==> config.mk <==
export PLATFORM = sky130hd
export DESIGN_NAME = instr_sequencer_flat
export DESIGN_NICKNAME = d
export VERILOG_FILES = /design/src/rtl/cpu_pkg.sv /design/src/rtl/instr_sequencer_if.sv /design/src/rtl/seq_decode.sv /design/src/rtl/instr_sequencer.sv /design/src/flat_wrapper.sv
export SDC_FILE = /design/constraint.sdc
export NUM_CORES = 1
export LEC_CHECK = 0
export CAP_MARGIN = 0
export CORE_MARGIN = 2
export CORE_UTILIZATION = 40
export CTS_CLUSTER_DIAMETER = 100
export CTS_CLUSTER_SIZE = 28
export DETAILED_ROUTE_END_ITERATION = 8
export GPL_TIMING_DRIVEN = 1
export PLACE_DENSITY = 0.75
export SYNTH_ARGS = -nofsm -noshare
export SYNTH_HDL_FRONTEND = slang
export SYNTH_SLANG_ARGS = --single-unit
export TNS_END_PERCENT = 5
==> constraint.sdc <==
create_clock -name clk -period 2 [get_ports clk]
set_input_delay 0.2 -clock clk [delete_from_list [all_inputs] [get_ports clk]]
set_output_delay 0.2 -clock clk [all_outputs]
set_load 0.005 [all_outputs]
==> src/rtl/cpu_pkg.sv <==
// rtl/cpu_pkg.sv - shared opcode, ALU select and sequencer state definitions
package cpu_pkg;

  localparam logic [3:0] OP_NOP   = 4'h0;
  localparam logic [3:0] OP_LOAD  = 4'h1;
  localparam logic [3:0] OP_STORE = 4'h2;
  localparam logic [3:0] OP_ADD   = 4'h3;
  localparam logic [3:0] OP_SUB   = 4'h4;
  localparam logic [3:0] OP_AND   = 4'h5;
  localparam logic [3:0] OP_OR    = 4'h6;
  localparam logic [3:0] OP_NOT   = 4'h7;
  localparam logic [3:0] OP_HALT  = 4'hF;

  localparam logic [2:0] ALU_ADD = 3'b000;
  localparam logic [2:0] ALU_SUB = 3'b001;
  localparam logic [2:0] ALU_AND = 3'b010;
  localparam logic [2:0] ALU_OR  = 3'b011;
  localparam logic [2:0] ALU_NOT = 3'b100;

  localparam logic A_SRC_B   = 1'b0;
  localparam logic A_SRC_ALU = 1'b1;

  typedef enum logic [2:0] {
    IDLE,
    FETCH,
    DECODE,
    OPERAND,
    EXEC,
    STORE,
    HALT
  } state_t;

  typedef struct packed {
    logic       needs_operand;
    logic       is_store;
    logic       is_halt;
    logic       is_nop;
    logic       illegal;
    logic [2:0] alu_sel;
  } dec_t;

endpackage

==> src/rtl/instr_sequencer_if.sv <==
// rtl/instr_sequencer_if.sv - memory request/ready bus between sequencer and memory
interface instr_sequencer_if #(
  parameter int ADDR_W = 4,
  parameter int DATA_W = 8
);
  logic              mem_req;
  logic              mem_we;
  logic [ADDR_W-1:0] mem_addr;
  logic [DATA_W-1:0] mem_rdata;
  logic              mem_ready;

  modport master (
    output mem_req, mem_we, mem_addr,
    input  mem_rdata, mem_ready
  );

  modport slave (
    input  mem_req, mem_we, mem_addr,
    output mem_rdata, mem_ready
  );
endinterface

==> src/rtl/seq_decode.sv <==
// rtl/seq_decode.sv - combinational opcode classifier for the sequencer
module seq_decode
  import cpu_pkg::*;
(
  input  logic [3:0] opcode,
  output dec_t       dec
);

  always_comb begin
    dec = '0;
    case (opcode)
      OP_NOP:   dec.is_nop = 1'b1;
      OP_LOAD:  dec.needs_operand = 1'b1;
      OP_STORE: dec.is_store = 1'b1;
      OP_ADD: begin
        dec.needs_operand = 1'b1;
        dec.alu_sel       = ALU_ADD;
      end
      OP_SUB: begin
        dec.needs_operand = 1'b1;
        dec.alu_sel       = ALU_SUB;
      end
      OP_AND: begin
        dec.needs_operand = 1'b1;
        dec.alu_sel       = ALU_AND;
      end
      OP_OR: begin
        dec.needs_operand = 1'b1;
        dec.alu_sel       = ALU_OR;
      end
      OP_NOT:  dec.alu_sel = ALU_NOT;
      OP_HALT: dec.is_halt = 1'b1;
      default: dec.illegal = 1'b1;
    endcase
  end

endmodule

==> src/rtl/instr_sequencer.sv <==
// rtl/instr_sequencer.sv - multicycle fetch/decode/execute sequencer owning PC and IR
module instr_sequencer
  import cpu_pkg::*;
#(
  parameter int ADDR_W = 4,
  parameter int DATA_W = 8
) (
  input  logic              clk,
  input  logic              rst,
  input  logic              start,
  instr_sequencer_if.master mem,
  output logic              loadA,
  output logic              a_src,
  output logic              loadB,
  output logic [2:0]        aluSel,
  output logic              memWrite,
  output logic [ADDR_W-1:0] pc,
  output logic [DATA_W-1:0] ir,
  output logic              retire,
  output logic              halted,
  output logic              illegal
);

  state_t            state;
  dec_t              dec;
  logic [3:0]        opcode;
  logic [ADDR_W-1:0] operand;
  logic              req;
  logic              we;
  logic [ADDR_W-1:0] addr;

  assign opcode  = ir[DATA_W-1 -: 4];
  assign operand = ir[ADDR_W-1:0];

  seq_decode u_dec (
    .opcode (opcode),
    .dec    (dec)
  );

  always_ff @(posedge clk or posedge rst) begin
    if (rst) begin
      state   <= IDLE;
      pc      <= '0;
      ir      <= '0;
      illegal <= 1'b0;
    end else begin
      case (state)
        IDLE: if (start) state <= FETCH;
        FETCH: begin
          if (mem.mem_ready) begin
            ir    <= mem.mem_rdata;
            pc    <= pc + ADDR_W'(1);
            state <= DECODE;
          end
        end
        DECODE: begin
          // Undefined opcodes retire as NOPs but leave a sticky flag behind
          if (dec.illegal) begin
            illegal <= 1'b1;
            state   <= FETCH;
          end else if (dec.is_nop)        state <= FETCH;
          else if (dec.is_halt)           state <= HALT;
          else if (dec.is_store)          state <= STORE;
          else if (dec.needs_operand)     state <= OPERAND;
          else                            state <= EXEC;
        end
        OPERAND: if (mem.mem_ready) state <= EXEC;
        EXEC:    state <= FETCH;
        STORE:   if (mem.mem_ready) state <= FETCH;
        HALT:    state <= HALT;
        default: state <= IDLE;
      endcase
    end
  end

  // Strobes follow the registered state; only loadB/retire look at mem_ready
  always_comb begin
    req    = 1'b0;
    we     = 1'b0;
    addr   = pc;
    loadA  = 1'b0;
    a_src  = A_SRC_B;
    loadB  = 1'b0;
    aluSel = ALU_ADD;
    retire = 1'b0;
    halted = 1'b0;
    case (state)
      FETCH: begin
        req  = 1'b1;
        addr = pc;
      end
      DECODE: retire = dec.is_nop | dec.is_halt | dec.illegal;
      OPERAND: begin
        req   = 1'b1;
        addr  = operand;
        loadB = mem.mem_ready;
      end
      EXEC: begin
        loadA  = 1'b1;
        retire = 1'b1;
        a_src  = (opcode == OP_LOAD) ? A_SRC_B : A_SRC_ALU;
        aluSel = dec.alu_sel;
      end
      STORE: begin
        req    = 1'b1;
        we     = 1'b1;
        addr   = operand;
        retire = mem.mem_ready;
      end
      HALT: halted = 1'b1;
      default: ;
    endcase
  end

  assign mem.mem_req  = req;
  assign mem.mem_we   = we;
  assign mem.mem_addr = addr;
  assign memWrite     = req & we;

endmodule

==> src/flat_wrapper.sv <==
// flat-port wrapper written by rule: the top's interface ports become plain ports
module instr_sequencer_flat import cpu_pkg::*;
#(
  parameter int ADDR_W = 4,
  parameter int DATA_W = 8
)
  (clk, rst, start, loadA, a_src, loadB, aluSel, memWrite, pc, ir, retire, halted, illegal, mem_mem_req, mem_mem_we, mem_mem_addr, mem_mem_rdata, mem_mem_ready);
  instr_sequencer_if #(.ADDR_W(ADDR_W), .DATA_W(DATA_W)) mem_i ();
  input  logic clk;
  input  logic rst;
  input  logic start;
  output logic loadA;
  output logic a_src;
  output logic loadB;
  output logic [2:0] aluSel;
  output logic memWrite;
  output logic [ADDR_W-1:0] pc;
  output logic [DATA_W-1:0] ir;
  output logic retire;
  output logic halted;
  output logic illegal;
  output wire logic [$bits(mem_i.mem_req)-1:0] mem_mem_req;
  output wire logic [$bits(mem_i.mem_we)-1:0] mem_mem_we;
  output wire logic [$bits(mem_i.mem_addr)-1:0] mem_mem_addr;
  input wire logic [$bits(mem_i.mem_rdata)-1:0] mem_mem_rdata;
  input wire logic [$bits(mem_i.mem_ready)-1:0] mem_mem_ready;
  assign mem_mem_req = mem_i.mem_req;
  assign mem_mem_we = mem_i.mem_we;
  assign mem_mem_addr = mem_i.mem_addr;
  assign mem_i.mem_rdata = mem_mem_rdata;
  assign mem_i.mem_ready = mem_mem_ready;
  instr_sequencer #(.ADDR_W(ADDR_W), .DATA_W(DATA_W)) u_core (.clk(clk), .rst(rst), .start(start), .mem(mem_i), .loadA(loadA), .a_src(a_src), .loadB(loadB), .aluSel(aluSel), .memWrite(memWrite), .pc(pc), .ir(ir), .retire(retire), .halted(halted), .illegal(illegal));
endmodule
==> impl_metrics.tcl, run 1 <==
set metrics [dict create \
    yosysSeqAreaShare_pct 41.9 \
    finalCritPeriodShare_pct 99.8 \
    maxCapViolations 0 \
    rows 17 \
    synth_nets 107 \
    cts-root-buf "clkbuf_4" \
    cts-hold-fix-buffers 0 \
    ys_types 33 \
    num_vias 865 \
    dp.final_hpwl_um 1680 \
    nets 150 \
    maxSlewViolCount 0 \
    min_path_type "in2async" \
    required_ns 1.80 \
    power.total_w 0.00217 \
    drtIter0Drc 14 \
    place.gp.congestion 0.839 \
    syn_avg_cell_area_um2 10.2 \
    setup_viol 0 \
    syn_inst 94 \
    fin_area_um2 1470 \
    period_minus_slack_ns 2.00 \
    die_w_um 52.9 \
    drive_gt1_share_pct 24.4 \
    power_leakage_nw 0.638 \
    drc 0 \
    yosysWarnings 0 \
    antenna_found_initial 0 \
    critical_path_class "reg2out" \
    max_freq_mhz 501 \
    initial_core_util_pct 42.7 \
    ant_nets 0 \
    cts_buffers 3 \
    netlist.area_leader.share_pct 41.9 \
    place_area_um2 1370 \
    status "complete, no violations" \
    hold_violations 0 \
    io_pins 40 \
    area_delta_synth_final_pct 53.9 \
    synth_seq_cells 16 \
    vias_per_cell 5.31 \
    fp.coreArea_um2 2230 \
    drt_pass1_iterations 4 \
    grt_pass1_vias 846 \
    tritoncts "built" \
    critPathArrivalTime_ns 1.80 \
    yosysTopAreaCell "dfrtp_1" \
    clock_tree.buffer_depth 2 \
    n_antenna_cell 0 \
    die_h_um 52.9 \
    peakVddDrop_mv 0.958 \
    max_slew.worst_pin.slew_ns 0.623 \
    cts.sinks 16 \
    path_clk_slew_ns 0.09 \
    grt_pass1_wl_um 3710 \
    htreeDepth 1 \
    post_drt_wl_per_cell_um 14.5 \
    wl_um 2360 \
    rsz0062_at_grt "true" \
    synth_area_leaders "dfrtp_1 42%, mux2_2 12%, nand2_1 3.5%" \
    cp-start-kind "register" \
    utilization_pct 65.8 \
    clock_skew_ns 0.00207 \
    netlist_area_um2 955 \
    die-area_um2 2790 \
    globalRouteOverflowTotal 0 \
    tns_ns 0 \
    clk_latency_ns 0.28 \
    grt_max_degree 17 \
    critPathMaxFanout 8 \
    slew_headroom_pct 58.4 \
    p_per_area_nw_per_um2 1480 \
    io_buffers 39 \
    grt_usage_pct 18.3 \
    worstSetupEndpointType "output port" \
]
## cells by family after synthesis
logic type                 after synthesis  share of synthesized area (%)
AOI/OAI and AO/OA                       16                           11.3
xor gates and xnor gates                 4                           4.46
adders and majority gates                1                           1.31
buffers and inverters                   16                           10.2
DFF                                     16                           41.9
muxes                                   11                           13.0
and+or+nand+nor                         30                           17.8
## layout by cell type, fill, tap and decap left out, drive strengths merged
cell           instances
clkdlybuf4s50         34
dfrtp                 16
mux2                  11
nand2                  9
buf                    8
inv                    7
o21ai                  6
a21oi                  4
nor2                   4
dlygate4sd2            4
clkbuf                 3
nor3                   3
nor2b                  3
nand3                  3
xnor2                  3
nor3b                  3
nor4bb                 1
xor2                   1
o211ai                 1
nand4                  1
and2                   1
nand2b                 1
o41a                   1
a41o                   1
o221ai                 1
a311oi                 1
and3                   1
a211oi                 1
ha                     1
dlymetal6s2s           1
## power by group
part	internal [W]	switching [W]	leakage (nW)	total [W]
logic	0.000805	0.000455	0.436	0.00126
registers	0.000483	0.000263	0.189	0.000746
clock network	0.0000699	0.0000973	0.0138	0.000167
total	0.00136	0.000816	0.638	0.00217
## metal layers
layer	track usage, %	up-vias	wire, um
met5	0	-	0
met4	8.12	0	34
met3	4.80	6	162
met2	30.4	35	1180
met1	22.1	419	978
li1	-	405	-
## state kept, by name, indices dropped and copies added, names as in the netlist
| signal | flops |
|---|---|
| u_core.illegal | 1 |
| u_core.state | 3 |
| u_core.pc | 4 |
| u_core.ir | 8 |
## worst paths after layout
| check | from | depth (start not counted) | end | slack (ns) |
|---|---|---|---|---|
| hold reg to reg | u_core.illegal$_DFFE_PP0P_ | 1 | u_core.illegal$_DFFE_PP0P_ | 0.47 |
| setup / recovery | u_core.state[2]$_DFFE_PP0P_ | 5 | retire | 0.004 |
| hold / removal | rst | 2 | u_core.ir[0]$_DFFE_PP0P_ | 0.28 |
| max in group asynchronous | rst | 2 | u_core.state[1]$_DFFE_PP0P_ | 1.28 |
| setup reg to reg | u_core.state[2]$_DFFE_PP0P_ | 4 | u_core.ir[3]$_DFFE_PP0P_ | 0.41 |
| min in group clk | u_core.illegal$_DFFE_PP0P_ | 1 | u_core.illegal$_DFFE_PP0P_ | 0.47 |
## repair_timing
item                       in CTS  in global routing
resized for setup              14                  5
buffers inserted                2                  1
pin swaps                       1                  2
setup endpoints to repair       9                  9
## area by class of cell
type | instances | area, um^2
Fill cell | 191 | 764
Inverter | 7 | 26.3
Multi-Input combinational cell | 62 | 518
Clock buffer | 3 | 22.5
Timing Repair Buffer | 47 | 464
Sequential cell | 16 | 403
Tap cell | 28 | 35.0
## synthesized netlist by cell type, drive strengths merged
cell	number
clkbuf	2
and3	1
nor3b	3
a21oi	4
o41a	1
nor3	3
a41o	1
a211oi	1
nand2b	1
a311oi	1
nand4	1
o21ai	6
and2	1
ha	1
o211ai	1
nor2	4
nand2	9
dfrtp	16
o221ai	1
xor2	1
buf	7
xnor2	3
nand3	3
nor2b	3
nor4bb	1
mux2	11
inv	7
## stage by stage
| step | std cells | setup slack, ns | hold WS (ns) |
|---|---|---|---|
| floorplan | 94 | 0.533 | 0.114 |
| global placement | 157 | 0.187 | 0.451 |
| detailed placement | 157 | 0.172 | 0.458 |
| CTS | 162 | 0.0146 | 0.306 |
| global route | 163 | -0.0568 | 0.356 |
| finish | 163 | 0.00410 | 0.284 |
## worst max-delay path, cell delays in order (launching register included)
cell and delay (ns):
dfrtp_1 0.44, buf_4 0.19, nor3b_2 0.20, o21ai_0 0.12, nand2_1 0.08, clkdlybuf4s50_1 0.49
No activity file was read; power rests on OpenSTA's default activity.
==> run 2: changes to the inputs <==
- SLEW_MARGIN: unset -> 5
==> results of run 2 <==
The final DEF is identical to that of run 1; final timing and power are the same.
